File: src/rtl/mfe_74hc165_input_reader_if.sv
// mfe_74hc165_input_reader_if
// Signal bundle between the 74HC165 chain reader and its surroundings.
// master: the reader itself (drives the shift-register control pins and the captured word).
// slave : the environment (scan enable and the serial QH line from the chain).
interface mfe_74hc165_input_reader_if #(
    parameter int BIT_NUM = 8
);
    logic               en;
    logic               qh;
    logic               sclk;
    logic               pl_n;
    logic [BIT_NUM-1:0] dat;
    logic               vld;
    logic               busy;

    modport master (
        input  en,
        input  qh,
        output sclk,
        output pl_n,
        output dat,
        output vld,
        output busy
    );

    modport slave (
        output en,
        output qh,
        input  sclk,
        input  pl_n,
        input  dat,
        input  vld,
        input  busy
    );
endinterface

File: src/rtl/mfe_74hc165_input_reader.sv
// mfe_74hc165_input_reader
// Scans a chain of 74HC165 parallel-in/serial-out registers: pulses pl_n to latch the
// inputs, clocks the chain with sclk and assembles one BIT_NUM-bit word per scan.
// The FSM advances on a slow tick (one clk every 2**DIV_WIDTH cycles) so the external
// chain sees wide pulses. All outputs are registered.
// Optional feature: define MFE_74HC165_DEBOUNCE_EN to publish a word only after DEB_CNT
// consecutive identical scans (and only if it differs from the word already published).
module mfe_74hc165_input_reader #(
    parameter int BIT_NUM   = 8,
    parameter int DIV_WIDTH = 8,
    parameter int DEB_CNT   = 3
) (
    input  logic                        clk,
    input  logic                        rst,
    mfe_74hc165_input_reader_if.master  bus
);

    localparam int CNT_W = $clog2(BIT_NUM);

    localparam logic [2:0] ST_IDLE   = 3'd0;
    localparam logic [2:0] ST_LOAD   = 3'd1;
    localparam logic [2:0] ST_SAMPLE = 3'd2;
    localparam logic [2:0] ST_CLK_HI = 3'd3;
    localparam logic [2:0] ST_DONE   = 3'd4;

    localparam logic [CNT_W-1:0] LAST_BIT = CNT_W'(BIT_NUM - 1);

    logic                 qh_meta_q;
    logic                 qh_sync_q;
    logic [DIV_WIDTH-1:0] div_q;
    logic                 tick;

    logic [2:0]           state_q, state_d;
    logic                 sclk_q, sclk_d;
    logic                 pl_n_q, pl_n_d;
    logic                 busy_q, busy_d;
    logic [BIT_NUM-1:0]   shreg_q, shreg_d;
    logic [CNT_W-1:0]     bit_cnt_q, bit_cnt_d;
    logic [BIT_NUM-1:0]   dat_q, dat_d;
    logic                 vld_q, vld_d;
    logic                 publish;

    // QH comes straight from an external pin, so bring it into the clk domain through two flops.
    always_ff @(posedge clk) begin
        if (rst) begin
            qh_meta_q <= 1'b0;
            qh_sync_q <= 1'b0;
        end else begin
            qh_meta_q <= bus.qh;
            qh_sync_q <= qh_meta_q;
        end
    end

    // Free-running tick divider; it never restarts on a scan so the tick grid stays fixed.
    always_ff @(posedge clk) begin
        if (rst) begin
            div_q <= '0;
        end else begin
            div_q <= div_q + 1'b1;
        end
    end

    assign tick = &div_q;

    // Next-state logic for the scan FSM, the shift register and the chain control pins.
    always_comb begin
        state_d   = state_q;
        sclk_d    = sclk_q;
        pl_n_d    = pl_n_q;
        shreg_d   = shreg_q;
        bit_cnt_d = bit_cnt_q;
        case (state_q)
            ST_IDLE: begin
                sclk_d = 1'b0;
                pl_n_d = 1'b1;
                if (tick && bus.en) begin
                    state_d = ST_LOAD;
                    pl_n_d  = 1'b0;
                end
            end
            ST_LOAD: begin
                if (tick) begin
                    state_d = ST_SAMPLE;
                    pl_n_d  = 1'b1;
                end
            end
            ST_SAMPLE: begin
                sclk_d = 1'b0;
                if (tick) begin
                    shreg_d = {shreg_q[BIT_NUM-2:0], qh_sync_q};
                    if (bit_cnt_q == LAST_BIT) begin
                        state_d   = ST_DONE;
                        bit_cnt_d = '0;
                    end else begin
                        state_d   = ST_CLK_HI;
                        bit_cnt_d = bit_cnt_q + 1'b1;
                        sclk_d    = 1'b1;
                    end
                end
            end
            ST_CLK_HI: begin
                if (tick) begin
                    state_d = ST_SAMPLE;
                    sclk_d  = 1'b0;
                end
            end
            ST_DONE: begin
                state_d   = ST_IDLE;
                bit_cnt_d = '0;
            end
            default: begin
                state_d   = ST_IDLE;
                sclk_d    = 1'b0;
                pl_n_d    = 1'b1;
                bit_cnt_d = '0;
            end
        endcase
        busy_d = (state_d != ST_IDLE);
    end

`ifdef MFE_74HC165_DEBOUNCE_EN
    localparam int            DEB_W      = $clog2(DEB_CNT + 1);
    localparam logic [DEB_W-1:0] DEB_TARGET = DEB_W'(DEB_CNT);

    logic [BIT_NUM-1:0] prev_q, prev_d;
    logic [DEB_W-1:0]   stab_q, stab_d;

    // Track how many consecutive scans produced the same word; publish on reaching the target.
    always_comb begin
        prev_d  = prev_q;
        stab_d  = stab_q;
        publish = 1'b0;
        if (state_q == ST_DONE) begin
            if (shreg_q != prev_q) begin
                prev_d = shreg_q;
                stab_d = DEB_W'(1);
            end else if (stab_q != DEB_TARGET) begin
                stab_d = stab_q + 1'b1;
            end
            publish = (stab_d == DEB_TARGET) && (shreg_q != dat_q);
        end
    end

    // Debounce history registers.
    always_ff @(posedge clk) begin
        if (rst) begin
            prev_q <= '0;
            stab_q <= '0;
        end else begin
            prev_q <= prev_d;
            stab_q <= stab_d;
        end
    end
`else
    assign publish = (state_q == ST_DONE);
`endif

    // The captured word only changes together with a single-cycle vld pulse.
    always_comb begin
        dat_d = publish ? shreg_q : dat_q;
        vld_d = publish;
    end

    // State and output registers; reset also aborts any scan in progress.
    always_ff @(posedge clk) begin
        if (rst) begin
            state_q   <= ST_IDLE;
            sclk_q    <= 1'b0;
            pl_n_q    <= 1'b1;
            busy_q    <= 1'b0;
            shreg_q   <= '0;
            bit_cnt_q <= '0;
            dat_q     <= '0;
            vld_q     <= 1'b0;
        end else begin
            state_q   <= state_d;
            sclk_q    <= sclk_d;
            pl_n_q    <= pl_n_d;
            busy_q    <= busy_d;
            shreg_q   <= shreg_d;
            bit_cnt_q <= bit_cnt_d;
            dat_q     <= dat_d;
            vld_q     <= vld_d;
        end
    end

    assign bus.sclk = sclk_q;
    assign bus.pl_n = pl_n_q;
    assign bus.busy = busy_q;
    assign bus.dat  = dat_q;
    assign bus.vld  = vld_q;

endmodule
File: src/flat_wrapper.sv
// flat-port wrapper written by rule: the top's interface ports become plain ports
module mfe_74hc165_input_reader_flat 
#(
    parameter int BIT_NUM   = 8,
    parameter int DIV_WIDTH = 8,
    parameter int DEB_CNT   = 3
)
  (clk, rst, bus_en, bus_qh, bus_sclk, bus_pl_n, bus_dat, bus_vld, bus_busy);
  mfe_74hc165_input_reader_if #(.BIT_NUM(BIT_NUM)) bus_i ();
  input  logic clk;
  input  logic rst;
  input wire logic [$bits(bus_i.en)-1:0] bus_en;
  input wire logic [$bits(bus_i.qh)-1:0] bus_qh;
  output wire logic [$bits(bus_i.sclk)-1:0] bus_sclk;
  output wire logic [$bits(bus_i.pl_n)-1:0] bus_pl_n;
  output wire logic [$bits(bus_i.dat)-1:0] bus_dat;
  output wire logic [$bits(bus_i.vld)-1:0] bus_vld;
  output wire logic [$bits(bus_i.busy)-1:0] bus_busy;
  assign bus_i.en = bus_en;
  assign bus_i.qh = bus_qh;
  assign bus_sclk = bus_i.sclk;
  assign bus_pl_n = bus_i.pl_n;
  assign bus_dat = bus_i.dat;
  assign bus_vld = bus_i.vld;
  assign bus_busy = bus_i.busy;
  mfe_74hc165_input_reader #(.BIT_NUM(BIT_NUM), .DIV_WIDTH(DIV_WIDTH), .DEB_CNT(DEB_CNT)) u_core (.clk(clk), .rst(rst), .bus(bus_i));
endmodule
File: config.mk
export PLATFORM = sky130hd
export DESIGN_NAME = mfe_74hc165_input_reader_flat
export DESIGN_NICKNAME = d
export VERILOG_FILES = /design/src/rtl/mfe_74hc165_input_reader_if.sv /design/src/rtl/mfe_74hc165_input_reader.sv /design/src/flat_wrapper.sv
export SDC_FILE = /design/constraint.sdc
export NUM_CORES = 1
export LEC_CHECK = 0
export CAP_MARGIN = 20
export CORE_ASPECT_RATIO = 0.9
export CORE_MARGIN = 1
export CORE_UTILIZATION = 35
export DETAILED_ROUTE_END_ITERATION = 6
export DONT_BUFFER_PORTS = 1
export SYNTH_ARGS = -nofsm -noshare
export SYNTH_HDL_FRONTEND = slang
export SYNTH_SLANG_ARGS = --single-unit
File: constraint.sdc
create_clock -name clk -period 1.5 [get_ports clk]
set_clock_uncertainty 0.05 [all_clocks]
set_input_delay 0.3 -clock clk [delete_from_list [all_inputs] [get_ports clk]]
set_output_delay 0.3 -clock clk [all_outputs]
set_load 0.005 [all_outputs]
==> After elaboration in Yosys (flattened, before gate mapping) <==
Index checks and enable logic that the tools add are counted.
{ "totals": {"reg_bits": 36, "inputBits": 4, "out_inout_bits": 12, "word_cells": 51} }
{ "op_classes": {"n_addsub": 2, "n_eq_ne": 8, "muxes": 15, "bitwise": 3, "reduce_logical": 12} }
{ "ops": {"columns": ["op", "count"], "rows": [
  ["2-to-1 mux 3 bit", 6],
  ["case mux 3 bit (3 select lines)", 1],
  ["AND reduction 9 bit", 1],
  ["adder 8 x 1 -> 8 bit, second input constant", 1],
  ["AND reduction 8 bit", 1],
  ["equality test 3 x 2 -> 1 bit, second input constant", 2],
  ["equality test 3 bit, second input constant", 2],
  ["inequality test 2 x 1 -> 1 bit, second input constant", 3],
  ["case mux 1 bit (3 select lines)", 2],
  ["case mux 3 bit (2 select lines)", 1],
  ["AND reduction 2 bit", 3],
  ["OR reduction 3 bit", 2],
  ["2-to-1 mux 1 bit", 5],
  ["OR reduction 2 bit", 2],
  ["adder 3 x 1 -> 3 bit, second input constant", 1],
  ["equality test 3 x 1 -> 1 bit, second input constant", 1],
  ["zero test 3 bit", 1],
  ["inverter 1 bit", 3],
  ["nonzero test 3 bit", 1],
  ["logical AND 1 bit", 1]
]} }

==> Longest topological paths before layout <==
{ "logic_depth": {"word_depth": 5, "mapped_depth": 6, "mapped_depth_nobuf": 6} }

==> Worst setup path after synthesis <==
Ideal clock, no wire load.
{ "synth_path": {"kind": "reg-to-reg", "from": "register u_core.div_q[0]", "to": "register u_core.bit_cnt_q[0]", "setup_ns": 0.067, "t_arrival_ns": 1.428, "required_time_ns": 1.383, "path_slack_ns": -0.045, "stages_incl_launch_ff": 7, "path_buffers": 1, "period_less_slack_ns": 1.545, "path_cell_list": "dfxtp_1 ha_1 and4_1 buf_4 nand4b_4 or3_1 a21oi_2"} }
{ "synth_between": {"elab_chain_len": 3} }
{ "synth_rtl": {"columns": ["element", "line_no", "text"], "rows": [
  ["from (decl)", "mfe_74hc165_input_reader.sv:30", "logic [DIV_WIDTH-1:0] div_q;"],
  ["from (signal assigned)", "mfe_74hc165_input_reader.sv:59", "div_q <= div_q + 1'b1;"],
  ["AND reduction 8 bit", "mfe_74hc165_input_reader.sv:63", "assign tick = &div_q;"],
  ["inequality test 2 x 1 -> 1 bit (no line)", null, null],
  ["AND reduction 2 bit (no line)", null, null],
  ["to (signal assigned)", "mfe_74hc165_input_reader.sv:181", "bit_cnt_q <= bit_cnt_d;"],
  ["to (decl)", "mfe_74hc165_input_reader.sv:38", "logic [CNT_W-1:0] bit_cnt_q, bit_cnt_d;"]
]} }
Every way passes these cells.
A chain may end at the register's enable or synchronous reset.

==> Worst setup path in the final report <==
{ "layout_path": {"from": "register u_core.div_q[1]", "to": "register u_core.bit_cnt_q[0]"} }
Same word-level chain as after synthesis.

==> metrics <==
outcome complete, no violations; async set or reset register ratio after synthesis 0; highest routed layer met4; Synth-to-Final Area Change 18.8%; RePlAce Congestion 0.857; Tmin final ~1500 ps; Arrival @ worst endpoint ~1600 ps; Detailed Route WL about 3100 um; Layout Cells excl Fill about 220; Clock Latency Late Sink approximately 290 ps; Vias/cell around 5.2; Detail Route Antenna Nets 0; CP endpoint kind flip-flop; maximum clock frequency 682 MHz; most frequent cells in the layout dfxtp_1, nand2_1, nor2_1; Die Wd about 70 um; CTS tree done; # diodes 0; drt drc 0; Met2 Routed Length between 1000 and 1500 um; Worst Path Max Fanout 5; Die Span Y 63.3 um; final core area utilization 0.449; starting density of the core 0.378; Power Density 974 nW/um2; Post-Synth XOR/XNOR Area 0.0360; Post-synth EDFFs 0; Reg clk slew, reported paths about 70 ps; Main synth FF type dfxtp_1; Final Hold Viols 0; Crit Path Category flip-flop to flip-flop; CTS Sinks 36; fin crit share 0.978; Synth Net Count 167; layout cell share with drive strength beyond 1 0.220; IO buf count 0; HPWL Detailed 2050 um; Clock Path Buffers 2; max cap viols 0; Yosys warning count 0; total CTS buffers 5; most common cell after layout, fill and taps aside dfxtp_1; met3 wire length around 220 um; Post-Syn Instances roughly 160; GRT Resource Usage Total 0.147; H-tree depth 2; Die ar. approximately 4400 um2; crit start category flip-flop; Yosys reg bits 36; Slew HR 0.779; Slew @ Worst Pin ~330 ps; core area around 3900 um2; cell area after synthesis 1460 um2; Syn Area/Cell 9.18 um2; DR iter-0 viols 72; Pre-antenna DRT Iters 4; met1 WL about 1300 um; largest net degree at the start of global routing 29; antenna violations before repair 0; mux cell area share after synthesis 0.0617; cell leakage power 0.789 nW; HP Class input pin to flip-flop; vias in the first global route 1128; first-pass GRT wire length 4970 um; WL/cell 13.7 um; RSZ-0062 raised after global routing no; Placed Instances 213; IO Count 16; sequential element share of the synthesized area 0.494; Post-Synth Adder-Cell Area 0.0343; post-synthesis cell type count 36; # rows 21; data required time at the worst endpoint approximately 1700 ps; Filler cells 372; Synth Area in Compound Gates 0.0935; Post-Synth Simple-Gate Area 0.245; clk root buf clkbuf_8; maximum vdd drop approximately 0.47 mV; Layout Nets roughly 180; GRT overflow 0; # setup viols final 0; main combinational cell family by area after synthesis simple AND/OR/NAND/NOR gates; Slew Viols, Final 0; via count approximately 1.2k
[layout make-up]
class	instances	area [um2]	area share
flip-flops and latches	36	724	0.418
multi-input cells	111	711	0.410
repair buffers	18	138	0.0794
clock buffers	5	68.8	0.0397
well taps	46	57.6	0.0332
clock inverters	3	18.8	0.0108
inverters	4	15.0	0.00866
[timing repair]
action                     in CTS  in global routing
pin swaps                       0                  2
hold endpoints to repair        0                  2
gates resized for setup         2                  6
setup endpoints to repair       5                 15
setup buffers                   0                  1
hold buffers                    0                  1
[per-layer routing]
metal | GRT usage | up-vias
li1 | - | 570
met1 | 0.165 | 543
met2 | 0.227 | 32
met3 | 0.0752 | 7
met4 | 0.0800 | 0
met5 | 0 | -
[state kept, by name, indices dropped and copies added (netlist names)]
register and count:
u_core.bus.dat 8, u_core.div_q 8, u_core.shreg_q 8, u_core.bit_cnt_q 3
u_core.state_q 3, u_core.bus.busy 1, u_core.bus.pl_n 1, u_core.bus.sclk 1
u_core.bus.vld 1, u_core.qh_meta_q 1, u_core.qh_sync_q 1
[path summary, 6_finish.rpt]
path,startpoint,end,slack (ps),depth (start not counted)
worst max-delay path,u_core.div_q[1],u_core.bit_cnt_q[0],30,5
worst min register to register,u_core.shreg_q[7],u_core.bus.dat[7],410,2
worst max register to register,u_core.div_q[1],u_core.bit_cnt_q[0],30,5
worst min-delay path,rst,u_core.div_q[0],20,1
[synth_stat cells (3+ instances only)]
master | count | area share
dfxtp_1 | 36 | 0.49
nand2_1 | 26 | 0.067
nor2_1 | 18 | 0.046
a21oi_1 | 14 | 0.048
mux2i_1 | 9 | 0.062
xor2_1 | 5 | 0.030
clkbuf_1 | 4 | 0.010
ha_1 | 4 | 0.034
inv_1 | 4 | 0.010
nor2b_1 | 4 | 0.017
nand3_1 | 3 | 0.010
o21ai_0 | 3 | 0.010
[where the power goes]
group	internal [W]	switching, W	leakage, nW
Clock	0.000323	0.000352	0.0479
Combinational	0.0000234	0.0000178	0.449
Sequential	0.000966	0.00000619	0.292
Total	0.00131	0.000376	0.789
[kinds of logic after synthesis]
group / count (synthesis)
multiplexers: 9
XOR/XNOR: 6
buffers and inverters: 12
AO/OA/AOI/OAI: 23
AND/OR/NAND/NOR: 69
flip-flops: 36
adder cells (fa/ha/maj): 4
[stage by stage]
stage                     total power, W  instance area (um2)  setup WS [ps]  hold WS (ps)  TNS, ps
after floorplan                  0.00102                 1480           5.24           364        0
after global placement           0.00103                 1620          -30.2           315    -54.0
after detailed placement         0.00103                 1620          -76.2           318     -232
after CTS                        0.00171                 1710          0.867          5.40        0
after global routing             0.00175                 1730           6.16         0.493        0
final                            0.00169                 1730           33.7          15.9        0
[critical path, cell delays in order, from the launching register on]
cell and delay (ps):
dfxtp_2 350, ha_4 130, and4_4 250, nand4b_4 110, or3_1 370, a21oi_2 140
(Power assumes the default switching activity.)
